==> config.mk <==
export PLATFORM = sky130hd
export DESIGN_NAME = droop_mgr_ml
export DESIGN_NICKNAME = d
export VERILOG_FILES = /design/src/rtl/droop_mgr_ml.sv
export SDC_FILE = /design/constraint.sdc
export NUM_CORES = 1
export LEC_CHECK = 0
export CAP_MARGIN = 20
export CELL_PAD_IN_SITES_DETAIL_PLACEMENT = 1
export CELL_PAD_IN_SITES_GLOBAL_PLACEMENT = 1
export CORE_ASPECT_RATIO = 1.75
export CORE_MARGIN = 3
export CORE_UTILIZATION = 45
export DETAILED_ROUTE_END_ITERATION = 7
export PLACE_DENSITY = 0.95
export SYNTH_ARGS = -nofsm -noshare
export SYNTH_HDL_FRONTEND = slang
export SYNTH_SLANG_ARGS = --single-unit
==> constraint.sdc <==
create_clock -name refclk -period 18.55 [get_ports refclk]
set_input_delay 1.855 -clock refclk [delete_from_list [all_inputs] [get_ports refclk]]
set_output_delay 1.855 -clock refclk [all_outputs]
set_load 0.1 [all_outputs]
==> src/rtl/droop_mgr_ml.sv <==
// Multi-level supply-droop brake/recovery manager: severity-sized fine-code kick
// plus a held divider offset that is stepped back down after the droop clears.
module droop_mgr_ml #(
    parameter int N_LVL        = 4,
    parameter int F_W          = 40,
    parameter int N_W          = 8,
    parameter int CNT_W        = 16,
    parameter int F_PER_LVL    = 1000000,
    parameter int N_PER_LVL    = 3,
    parameter int DIV_STEP     = 1,
    parameter int HOLD_CYCLES  = 32,
    parameter int BRAKE_CYCLES = 500
) (
    input  logic                         refclk,
    input  logic                         reset,
    input  logic                         en,
    input  logic [N_LVL-1:0]             brake,
    output logic [1:0]                   brake_state,
    output logic [$clog2(N_LVL+1)-1:0]   brake_level,
    output logic [F_W-1:0]               delta_f,
    output logic [N_W-1:0]               delta_n,
    output logic [CNT_W-1:0]             events
);

    localparam int LVL_W = $clog2(N_LVL + 1);
    localparam int CD_W  = (BRAKE_CYCLES > 0) ? $clog2(BRAKE_CYCLES + 1) : 1;
    localparam int HD_W  = (HOLD_CYCLES > 0) ? $clog2(HOLD_CYCLES + 1) : 1;

    generate
        if (65'(N_LVL) * 65'(N_PER_LVL) >= (65'd1 << N_W)) begin : g_bad_n
            $fatal(1, "droop_mgr_ml: N_LVL*N_PER_LVL does not fit in N_W bits");
        end
        if (65'(N_LVL) * 65'(F_PER_LVL) >= (65'd1 << F_W)) begin : g_bad_f
            $fatal(1, "droop_mgr_ml: N_LVL*F_PER_LVL does not fit in F_W bits");
        end
        if (DIV_STEP < 1) begin : g_bad_step
            $fatal(1, "droop_mgr_ml: DIV_STEP must be at least 1");
        end
    endgenerate

    typedef enum logic [1:0] {
        ST_OFF   = 2'd0,
        ST_BRAKE = 2'd1,
        ST_REC   = 2'd2
    } state_t;

    state_t             state_q, state_d;
    logic [LVL_W-1:0]   lvl_q, lvl_d;
    logic [N_W-1:0]     ndelta_q, ndelta_d;
    logic [CD_W-1:0]    cd_q, cd_d;
    logic [HD_W-1:0]    hold_q, hold_d;
    logic [CNT_W-1:0]   events_q, events_d;

    logic [LVL_W-1:0]   sev;
    logic [LVL_W-1:0]   lvl_eff;
    logic [N_W-1:0]     sev_n;
    logic               final_step;

    function automatic logic [CNT_W-1:0] sat_inc(input logic [CNT_W-1:0] v);
        return (&v) ? v : v + CNT_W'(1);
    endfunction

    function automatic logic [N_W-1:0] max_n(input logic [N_W-1:0] a, input logic [N_W-1:0] b);
        return (a > b) ? a : b;
    endfunction

    // Highest asserted detector wins; lower bits are irrelevant once a higher one is set.
    always_comb begin
        sev = '0;
        if (en) begin
            for (int i = 0; i < N_LVL; i++) begin
                if (brake[i]) sev = LVL_W'(i + 1);
            end
        end
    end

    assign sev_n      = N_W'(sev) * N_W'(N_PER_LVL);
    assign final_step = (state_q == ST_REC) && (hold_q == '0) && (int'(ndelta_q) <= DIV_STEP);
    // On the edge that would drop to OFF the level is treated as already released.
    assign lvl_eff    = final_step ? '0 : lvl_q;

    always_comb begin
        state_d  = state_q;
        lvl_d    = lvl_q;
        ndelta_d = ndelta_q;
        cd_d     = cd_q;
        hold_d   = hold_q;
        events_d = events_q;
        unique case (state_q)
            ST_OFF: begin
                if (sev != '0) begin
                    state_d  = ST_BRAKE;
                    lvl_d    = sev;
                    ndelta_d = sev_n;
                    cd_d     = CD_W'(BRAKE_CYCLES);
                    events_d = sat_inc(events_q);
                end
            end
            ST_BRAKE: begin
                if (sev != '0) begin
                    cd_d = CD_W'(BRAKE_CYCLES);
                    if (sev > lvl_q) begin
                        lvl_d    = sev;
                        ndelta_d = max_n(ndelta_q, sev_n);
                    end
                end else if (cd_q != '0) begin
                    cd_d = cd_q - CD_W'(1);
                end else begin
                    state_d = ST_REC;
                    hold_d  = HD_W'(HOLD_CYCLES);
                end
            end
            ST_REC: begin
                if (sev != '0) begin
                    state_d = ST_BRAKE;
                    cd_d    = CD_W'(BRAKE_CYCLES);
                    if (final_step) begin
                        lvl_d    = sev;
                        ndelta_d = sev_n;
                    end else begin
                        lvl_d    = (sev > lvl_q) ? sev : lvl_q;
                        ndelta_d = max_n(ndelta_q, sev_n);
                    end
                end else if (hold_q != '0) begin
                    hold_d = hold_q - HD_W'(1);
                end else if (!final_step) begin
                    ndelta_d = ndelta_q - N_W'(DIV_STEP);
                    hold_d   = HD_W'(HOLD_CYCLES);
                end else begin
                    ndelta_d = '0;
                    lvl_d    = '0;
                    state_d  = ST_OFF;
                end
            end
            default: state_d = ST_OFF;
        endcase
    end

    always_ff @(posedge refclk or posedge reset) begin
        if (reset) begin
            state_q  <= ST_OFF;
            lvl_q    <= '0;
            ndelta_q <= '0;
            cd_q     <= '0;
            hold_q   <= '0;
            events_q <= '0;
        end else begin
            state_q  <= state_d;
            lvl_q    <= lvl_d;
            ndelta_q <= ndelta_d;
            cd_q     <= cd_d;
            hold_q   <= hold_d;
            events_q <= events_d;
        end
    end

    assign brake_state = state_q;
    assign brake_level = lvl_q;
    assign delta_n     = max_n(ndelta_q, sev_n);
    assign delta_f     = (sev > lvl_eff) ? F_W'(sev - lvl_eff) * F_W'(F_PER_LVL) : '0;
    assign events      = events_q;

endmodule

Word level (Yosys, flattened, before mapping)
Cells that the tools add are included.
{"block": "totals", "reg_bits": 44, "out_inout_bits": 69, "elab_cells": 89}
{"block": "classes", "add_sub_neg": 5, "mul": 2, "n_lt_le_gt_ge": 4, "eq_ne": 13, "n_mux": 40, "bitwise_logic": 1, "n_reduce_logical": 18}
{"cell": "2-to-1 mux 8 bit", "count": 8}
{"cell": "multiplier 40 x 14 -> 34 bit, second input constant", "count": 1}
{"cell": "2-to-1 mux 40 bit", "count": 1}
{"cell": "2-to-1 mux 3 bit", "count": 11}
{"cell": "2-to-1 mux 6 bit", "count": 5}
{"cell": "2-to-1 mux 9 bit", "count": 3}
{"cell": "case mux 8 bit (3 select lines)", "count": 1}
{"cell": "case mux 9 bit (2 select lines)", "count": 1}
{"cell": "adder 16 x 1 -> 16 bit, second input constant", "count": 1}
{"cell": "AND reduction 16 bit", "count": 1}
{"cell": "AND reduction 5 bit", "count": 3}
{"cell": "2-to-1 mux 2 bit", "count": 6}
{"cell": "!= test 2 bit, second input constant", "count": 6}
{"cell": "case mux 6 bit (2 select lines)", "count": 1}
{"cell": "case mux 3 bit (3 select lines)", "count": 1}
{"cell": "nonzero test 9 bit", "count": 1}
{"cell": "subtractor 9 x 1 -> 9 bit, second input constant", "count": 1}
{"cell": "> comparator 8 x 5 -> 1 bit", "count": 1}
{"cell": "less-or-equal comparator 8 x 1 -> 1 bit, second input constant", "count": 1}
{"cell": "subtractor 8 x 1 -> 8 bit, second input constant", "count": 1}
{"cell": "> comparator 3 bit", "count": 2}
{"cell": "zero test 6 bit", "count": 1}
{"cell": "!= test 3 x 2 -> 1 bit, second input constant", "count": 2}
{"cell": "!= test 3 bit, second input constant", "count": 2}
{"cell": "other kinds (17)", "count": 21}

Longest topological paths before layout
Gate-level depths: netlist of the first run.
{"block": "depth", "word_depth": 11, "ltp_mapped": 29, "ltp_nobuf": 29}

Worst setup path before layout of the first run
OpenSTA, ideal clock, no wires.
{"block": "synth_timing", "path_type": "in2out", "from": "in en", "to": "out delta_f[27]", "arrival_time_ns": 9.147, "path_slack_ns": 7.548, "path_stages": 24, "path_buffers": 1, "cell_sequence": "nor2b_1 > o21a_1 > ha_1 > nor2b_1 > o21ai_0 > nand2b_1 > clkbuf_1 > fa_1 > inv_1 > ha_1 > fa_1 > xnor2_1 > xnor2_1 > ha_1 > inv_1 > fa_1 > inv_1 > ha_1 > a21oi_1 > o21bai_1 > a21oi_1 > o21ai_0 > a21oi_1 > a31o_2"}
{"block": "synth_via", "elab_chain_cells": 4, "elab_cells_between_ends": 5, "classes_between": "add/sub: 1; mul: 1; order compare: 1; mux: 2"}
{"element": "start, declared", "line": "16", "rtl": "input logic en,"}
{"element": "2-to-1 mux 3 bit (*)", "line": "70", "rtl": "if (en) begin"}
{"element": "subtractor 3 x 3 -> 4 bit", "line": "160", "rtl": "assign delta_f = (sev > lvl_eff) ? F_W'(sev - lvl_eff) * F_W'(F_PER_LVL) : '0;"}
{"element": "multiplier 40 x 14 -> 34 bit", "line": "160"}
{"element": "2-to-1 mux 40 bit (*)", "line": "160"}
{"element": "end, declared", "line": "20", "rtl": "output logic [F_W-1:0] delta_f,"}
Every way passes the cells marked *; elsewhere a longest branch is shown, timed or not.

Worst setup path in the final report of the first run
{"block": "layout_timing", "from": "in en", "to": "out delta_f[28]"}
Same word-level chain as after synthesis.

==> results.txt, run 1 <==
* Status: finished, final reports clean
* Global-route wire length before repair: 27200 um
- Summing every instance area after synthesis gives 0.00518 mm^2.
* Fin Hold WS: 0.487 ns
- At the end of routability-driven placement, the weighted congestion stood at 0.964.
* Initial detailed-routing violation count: 127
* Top Ports: 76
- Layout cell share with drive strength beyond 1: 0.0509
* Global route total overflow: 0
- Min-delay src: events[7]
- Of the synthesized area, sequential elements account for 0.213.
- STA classifies the critical path endpoint as an output pin.
- CP Launch Type: input pin
- After detailed routing, the total wire length is 16300 um.
- Number of CTS-inserted buffers: 5
* Detailed placer's ending HPWL: 12800 um
* Vert. Die Dim: 148 um
- CTS tree: built
- Along the worst hold path, the cell count comes to 1.
- Worst setup slack for register-to-register paths: 15.56 ns
* Final setup violation count: 0
* Number of vias per cell after detailed routing: 6.07
- Measured along the x axis, the die boundary spans 87.1 um.
- The path with the worst hold slack has its endpoint at events[7].
* Via count: 4968
- Startpoint of the worst-slack reg-to-reg timing path: brake_level[1]
* Htree depth: 2
* Worst reg2reg path depth: 8
- Data on the critical path arrives at its endpoint at 10.57 ns.
- Post-DRT Antenna Nets: 0
* CORE AREA: 0.0112 mm^2
- In the finished design, the share of the clock period the worst path needs comes to 0.670.
- Max-slew violation count: 0
- Maximum buffer depth of the clock tree: 2
- The average instance in the mapped netlist occupies 8.22 um^2.
* Die Area: 0.0129 mm^2
- Number of sinks driven by the clock tree: 44
- Number of non-filler instances in the completed layout: 819
* Worst path required time: 16.69 ns
- Initial antenna violation count: 0
- In the synthesized netlist the dominant register cell turns out to be dfrtp_1.
- Inserted Diodes: 0
* Worst Tran Pin Value: 1.01 ns
- Final TNS setup: 0 ns
- Post-CTS Setup Bufs: 0
- From synthesis to final layout, the design area changed by 17.2%.
* Fraction of registers with async set/reset: 1.00
* Number of global-route vias before repair: 5428
* Initial core utilization: 0.464
- Buffers placed on the I/O ports in this run total 69.
* Worst Clk Skew: 0.0179 ns
- By startpoint and endpoint, the worst setup path is classified as in2out.
- # Max-Cap Violations: 0
* Final hold violation count: 0
- The clock reaches the later pin of the worst-skew pair after 0.30 ns.
* Post-CTS sizing: 0
- Hold repair after CTS inserted 0 buffers.
- Average wire per cell in the routed design: 19.9 um
* Unrepaired setup endpoints after global routing: no
* Clock root buffer master: clkbuf_16
* Worst-path clk slew: 0.06 ns
- Cells after synthesis: 630
* Number of iterations in the first detailed-routing pass: 4
- The clock period could shrink to 12.43 ns.
- Max-slew headroom: 0.328
- Maximum fanout encountered on the critical timing path: 21
- In the routed design, unresolved DRC markers number 0.
* Standard-cell rows: 51
- In this run, placement finished with an instance count of 812.
* Combined global-route utilization of all metal layers: 0.262
- In this run the worst hold path is classified as reg2reg.
- Largest incremental delay on the critical path: 1.16 ns
- Final Net Count: 781
- Entering global routing, the biggest net connects 45 pins.
* Most frequent cells in the layout: inv_1 (76), clkdlybuf4s50_1 (69), ha_1 (68), nand2_1 (51), nor2_1 (49)
- Number of synthesis warnings: 0
- Leaving out fill and tap cells, the most frequent cell in the layout is inv_1.
- After synthesis, the netlist uses 71 different library cells.
* Upper clock frequency limit: 80.5 MHz
- Cell type of the slowest stage on the worst timing path: clkdlybuf4s50_1
* Seq cells post-synth: 44
- Crit Reg-Reg Endpoint: ndelta_q[4]
* Count of flip-flops with a built-in enable after synthesis: 0
- Fraction of the core area covered by cells at the end of the flow: 0.543
-- per-layer routing --
metal	routed length [um]	track usage	part of all wire
met5	0	0	0
met1	5540	0.271	0.34
met3	608	0.0273	0.037
met4	689	0.106	0.042
met2	9440	0.515	0.58
-- cells by family after synthesis --
logic type      synth area share
flops                      0.213
xor+xnor                  0.0626
mux                       0.0205
other cells             0.000724
fa+ha+maj                  0.238
simple gates               0.180
buf+inv                   0.0834
compound gates             0.202
-- worst max path at each step --
stage	startpoint	endpoint	slack, ns
detailed placement	en	delta_f[32]	6.13
global placement	en	delta_f[26]	6.66
CTS	en	delta_f[32]	6.08
floorplan	en	delta_f[27]	7.55
finish	en	delta_f[28]	6.12
global route	en	delta_f[32]	5.52
-- state kept, by name, summed over array words and instances, names as in the netlist --
| name | flops |
|---|---|
| brake_level | 3 |
| cd_q | 9 |
| events | 16 |
| hold_q | 6 |
| ndelta_q | 8 |
| brake_state | 2 |
-- stage by stage --
stage / instance area (um^2) / setup slack, ns
4_1_cts: 6070 / 6.08
3_3_place_gp: 5930 / 6.66
5_1_grt: 6070 / 5.52
6_report: 6070 / 6.12
2_1_floorplan: 5200 / 7.55
3_5_place_dp: 5930 / 6.13
-- cells in the mapped netlist (5+ instances only) --
library cell | number | area (um^2)
inv_1 | 77 | 289
ha_1 | 68 | 851
nand2_1 | 51 | 191
nor2_1 | 49 | 184
a21oi_1 | 46 | 230
dfrtp_1 | 44 | 1100
o21ai_0 | 41 | 205
xnor2_1 | 24 | 210
nand3_1 | 21 | 105
fa_1 | 19 | 380
clkbuf_1 | 13 | 48.8
xor2_1 | 13 | 114
nor3_1 | 12 | 60.1
a31oi_1 | 10 | 62.6
a21o_1 | 9 | 67.6
buf_4 | 8 | 60.1
nor2b_1 | 8 | 50.1
o31ai_1 | 8 | 60.1
and3_1 | 7 | 43.8
mux2i_1 | 5 | 50.1
nand4_1 | 5 | 31.3
o21a_1 | 5 | 37.5
-- critical path: cells and delay by family --
kind / cells / cell delay [ns]
AO/OA/AOI/OAI: 7 / 1.40
adder cells (fa/ha/maj): 8 / 3.38
buffers and inverters: 9 / 3.10
AND/OR/NAND/NOR: 5 / 0.81
-- cell type report --
class | instances | area [um^2]
Fill cell | 1334 | 5100
Multi-Input combinational cell | 487 | 3660
Sequential cell | 44 | 1100
Timing Repair Buffer | 71 | 706
Inverter | 78 | 293
Tap cell | 132 | 165
Clock buffer | 5 | 125
Clock inverter | 2 | 12.5
Power of run 1 is not shown: default switching activity piles up to over one toggle a cycle in this logic, so the estimate is an artifact.
==> run 2, diff against run 1 <==
--- a/config.mk
+++ b/config.mk
@@ -10,9 +10,9 @@
 export CELL_PAD_IN_SITES_GLOBAL_PLACEMENT = 1
 export CORE_ASPECT_RATIO = 1.75
 export CORE_MARGIN = 3
-export CORE_UTILIZATION = 45
+export CORE_UTILIZATION = 38
 export DETAILED_ROUTE_END_ITERATION = 7
-export PLACE_DENSITY = 0.95
+export PLACE_DENSITY = 0.89
 export SYNTH_ARGS = -nofsm -noshare
 export SYNTH_HDL_FRONTEND = slang
 export SYNTH_SLANG_ARGS = --single-unit
==> constraint.sdc (replaced) <==
create_clock -name refclk -period 10.8 [get_ports refclk]
set_input_delay 1.08 -clock refclk [delete_from_list [all_inputs] [get_ports refclk]]
set_output_delay 1.08 -clock refclk [all_outputs]
set_load 0.1 [all_outputs]
==> results.txt, run 2 (synthesis gave the netlist of run 1 again) <==
* Total DRC errors in the routed layout: 0
* Average wire per cell in the routed design: 18.1 um
- Worst Clk Skew: 0.00317 ns
- Summed over all nets, the half-perimeter wirelength after detailed placement is 12700 um.
* Worst Tran Pin Value: 1.03 ns
* Maximum fanout encountered on the critical timing path: 21
- The flow ran to the end, and the final reports show no timing, DRC or antenna violations.
- Number of stages on the worst hold path: 1
* Synth-to-layout area growth: 20.4%
* Final TNS setup: 0 ns
- From left edge to right edge, the die measures 94.2 um.
* Clock root buffer master: clkbuf_16
- Routability Congestion: 0.887
* Nature of the critical path endpoint: output pin
- Via count: 4865
* Worst-path clk slew: 0.06 ns
* Cell type of the slowest stage on the worst timing path: clkdlybuf4s50_1
* Maximum buffer depth of the clock tree: 2
- Hold repair after CTS inserted 0 buffers.
- CTS built an H-tree with a depth of 2.
* Min-delay worst type: reg2reg
- Most frequent standard cell in the layout excluding fill and tap cells: inv_1
- Final setup violation count: 0
- Upper clock frequency limit: 107 MHz
- Unrepaired setup endpoints after global routing: no
* CTS tree: built
- Crit share post-route: 0.863
- Worst path required time: 9.72 ns
- Post-CTS sizing: 0
- For this run, the total global-route usage over all layers was measured as 0.213.
- Fin Hold WS: 0.503 ns
- The number of global-route vias before repair is 5564.
- The first TritonRoute pass finished after 4 iterations.
- Inserted Diodes: 0
* Standard-cell rows: 55
- PortBufs: 69
- Across all register-to-register paths, the minimum setup slack is 7.83 ns.
* Number of vias per cell after detailed routing: 5.66
* Startpoint of the worst-slack reg-to-reg timing path: ndelta_q[4]
* Number of sinks driven by the clock tree: 44
- Most frequent cells in the layout: inv_1 (77), ha_1 (68), nand2_1 (51), nor2_1 (49), clkdlybuf4s50_1 (47)
* Routed wire length: 15600 um
* Global-route wire length before repair: 26300 um
* Number of CTS-inserted buffers: 5
* Critical Setup Path Class: in2out
- The worst register-to-register path ends at ndelta_q[0].
* Worst hold endpoint: events[12]
- CP Launch Type: input pin
- The initial utilization of the core area, before any placement, comes to 0.394.
- Max-slew headroom: 0.311
* Initial detailed-routing violation count: 125
- Of the cells placed in the final design, the portion with a size suffix greater than 1 is 0.0856.
- Initial antenna violation count: 0
- CORE AREA: 0.0131 mm^2
- The register with the most flip-flops in the layout has 16 of them.
* Post-CTS Setup Bufs: 0
* Top Ports: 76
- Pin count of the biggest net entering global routing: 45
- Filler Cell Count: 1597
- Period minus WS final: 9.33 ns
- Data arrives at the worst endpoint at 8.25 ns.
* Final Net Count: 782
- Measured along the y axis, the die boundary spans 160 um.
- The final-report max-slew violation count was 0.
- Min-delay src: events[12]
* Post-DRT Antenna Nets: 0
- The total overflow left after global routing is 0.
- The final number of hold-violating endpoints came to 0.
- Largest incremental delay on the critical path: 0.54 ns
- Die Area: 0.0151 mm^2
- Max-cap violations in this run came to 0.
- Worst reg2reg path depth: 8
* Insertion delay of the later-clocked pin in the worst-skew pair: 0.30 ns
run 2: per-layer routing:
layer	vias to the layer above	track usage	wire (um)
met5	-	0	0
met4	0	0.112	652
met3	54	0.0267	634
met2	144	0.412	8780
met1	2398	0.212	5480
li1	2269	-	-
run 2: through the flow:
step,instances,setup WS [ns],instance area (um^2),utilization
3_3_place_gp,852,1.86,6060,0.461
6_report,860,1.47,6230,0.474
3_5_place_dp,852,1.45,6060,0.461
5_1_grt,860,0.900,6230,0.474
4_1_cts,860,1.45,6230,0.474
2_1_floorplan,635,0.910,5200,-
run 2: worst max path at each step:
stage | from | to | slack [ns] | cells after the start
finish | en | delta_f[25] | 1.47 | 30
global route | en | delta_f[28] | 0.90 | 30
CTS | en | delta_f[28] | 1.45 | 29
detailed placement | en | delta_f[28] | 1.45 | 29
global placement | en | delta_f[26] | 1.86 | 25
floorplan | brake_state[0] | delta_f[27] | 0.91 | 27
run 2: final cells by class:
cell class	count	area, um^2	share of cell area
flip-flops and latches	44	1100	0.177
inverters	78	293	0.0470
well taps	171	214	0.0343
clock buffers	6	139	0.0223
multi-input cells	487	3660	0.588
clock inverters	2	38.8	0.00622
repair buffers	72	783	0.126
run 2: worst max-delay path, delay by kind of cell:
family | cells | cell delay [ns]
AND/OR/NAND/NOR | 4 | 0.68
XOR/XNOR | 1 | 0.13
AO/OA/AOI/OAI | 7 | 1.36
buffers and inverters | 10 | 1.79
adder cells (fa/ha/maj) | 8 | 3.18
Power of run 2 is left out for the same reason.
==> variant: new RTL, settings of run 2 <==
`cd_q` no longer has a reset.
--- a/src/rtl/droop_mgr_ml.sv
+++ b/src/rtl/droop_mgr_ml.sv
@@ -141,17 +141,19 @@
             state_q  <= ST_OFF;
             lvl_q    <= '0;
             ndelta_q <= '0;
-            cd_q     <= '0;
             hold_q   <= '0;
             events_q <= '0;
         end else begin
             state_q  <= state_d;
             lvl_q    <= lvl_d;
             ndelta_q <= ndelta_d;
-            cd_q     <= cd_d;
             hold_q   <= hold_d;
             events_q <= events_d;
         end
+    end
+
+    always_ff @(posedge refclk) begin
+        cd_q <= cd_d;
     end
 
     assign brake_state = state_q;
Check against the original RTL: no difference found for any inputs over 10 cycles, from zero or initial values and one cycle with reset high; that may be too few to reach the edited logic, so the function may still have changed.
==> variant against run 2 <==
  * Setup slack worse by 0.10 ns
  * Routed wire length is 9.5% lower
  * Design area is 2.8% lower
  * Sequential cell count stayed put
  * Global-route usage is 1.7 points lower
  * Area after synthesis is 2.3% lower
  * Clock skew is 0.0014 ns higher
  * Synthesized cell count is 6.7% lower
  * Critical path type is now flip-flop to output pin
Power is left out: the tool's default activity adds up to more than one toggle a clock period on the data nets, which glitch-free logic cannot reach.
==> variant: results (changes against run 2) <==
[run_status]
status=finished, final reports clean

[synthesis]
synth-edff-count=9  ; +9
synth-async-reset-ratio=0.795  ; -0.205
ys.flop_type=dfrtp_1
ys_seq_area_frac=0.227  ; +0.0140
synth_common_cells=inv_1, ha_1, nor2_1
yosysWarnings=0  ; unchanged
synthTopCellsByArea=dfrtp_1, ha_1, fa_1
synth_cell_types=64  ; -9.9%

[cts]
clockBufferDepth=2  ; unchanged
post_cts_buffers=0  ; unchanged
ctsHtreeMaxLevel=2  ; unchanged
cts-root-buf=clkbuf_16
clkTransAtPathRegs_ns=0.07
cts-resized-gates=0  ; unchanged
clock_latency_ns=0.29
numCtsBuffers=5  ; unchanged

[worst_setup_path]
slowest_stage=fa_1
worstPathArrival_ns=8.35  ; +0.10 ns
worst-path-max-fanout=7  ; -67%
cpPeakStageDelay_ns=0.57  ; +0.03 ns
critPathTopFamily=adder cells

[cells_and_area]
largest_register_ffs=16  ; unchanged
drive_gt1_frac=0.0833  ; -0.00230
n_antenna_cell=0  ; unchanged
fin_nets=742  ; -5.1%

[route]
vias=4443  ; -8.7%
drt-initial-drc-count=72  ; -42%
wirelength_um=14100  ; -9.5%
drtPass1Iterations=4  ; unchanged

[place]
dp_hpwl_um=11500  ; -9.0%
globalplace.congestion=0.899  ; +1.4%
port_buffers=69  ; unchanged

[job]
max_cap_viol_count=0  ; unchanged

[global_route]
grt_use_total=0.196  ; -0.0170
grt_start_max_net_pins=36  ; -20%
first_global_vias=4971  ; -11%
antenna_found_initial=0  ; unchanged
grt_pass1_wl_um=23600  ; -10%

[timing]
relSlewSlack=0.322  ; +0.0107
clock_skew_ns=0.00457  ; +0.00140 ns

[worst_hold_path]
hp-class=flip-flop to flip-flop

==> variant: per-stage QoR <==
| stage | setup slack (ns) | std cells | cell area, um^2 | hold WS [ns] | utilization |
|---|---|---|---|---|---|
| 2_1_floorplan | 0.616 | 593 | 5080 | 0.453 | - |
| 3_5_place_dp | 1.48 | 811 | 5890 | 0.491 | 0.453 |
| 4_1_cts | 1.35 | 819 | 6060 | 0.501 | 0.466 |
| 5_1_grt | 0.817 | 819 | 6060 | 0.531 | 0.466 |
| 6_report | 1.37 | 819 | 6060 | 0.496 | 0.466 |
| 3_3_place_gp | 1.71 | 811 | 5890 | 0.479 | 0.453 |
==> variant: logic make-up (layout without fill, tap and decap cells) <==
kind of cell | count (synthesis) | after routing | share of synthesized area
other | 1 | 6 | 0.000741
muxes | 8 | 8 | 0.0166
adders and majority gates | 88 | 88 | 0.246
and+or+nand+nor | 168 | 168 | 0.172
AOI/OAI and AO/OA | 131 | 131 | 0.172
DFF | 44 | 44 | 0.227
xor gates and xnor gates | 41 | 41 | 0.0710
buffers and inverters | 107 | 162 | 0.0953
==> variant: final timing paths <==
check,end,from,cells after the start,slack (ns)
hold / removal,events[15],events[15],1,0.50
setup reg to reg,ndelta_q[0],hold_q[0],9,7.80
max in group asynchronous,events[4],reset,3,9.27
setup / recovery,delta_f[26],hold_q[0],32,1.37
min in group asynchronous,hold_q[0],reset,3,1.20
hold reg to reg,events[15],events[15],1,0.50
==> variant: layout make-up <==
| class | instances | area [um^2] |
|---|---|---|
| clock buffer | 6 | 150 |
| clock inverter | 2 | 16.3 |
| fill | 1539 | 6950 |
| inverter | 82 | 308 |
| multi-input combinational | 442 | 3450 |
| sequential | 44 | 1150 |
| tap | 171 | 214 |
| timing repair buffer | 72 | 771 |
==> variant: per-layer routing <==
metal  share of wire  track usage
met1            0.36        0.196
met2            0.58        0.402
met3           0.025       0.0213
met4           0.033       0.0776
met5               0            0
==> variant: worst reg2reg max path, cell delays in order (launching register included) <==
cell and delay (ns):
dfrtp_1 0.41, inv_1 0.10, ha_1 0.16, or4b_4 0.48, o21ai_4 0.25, nand2b_4 0.10, a221oi_4 0.66, nand2_1 0.28
a211oi_1 0.30, a221oi_1 0.12
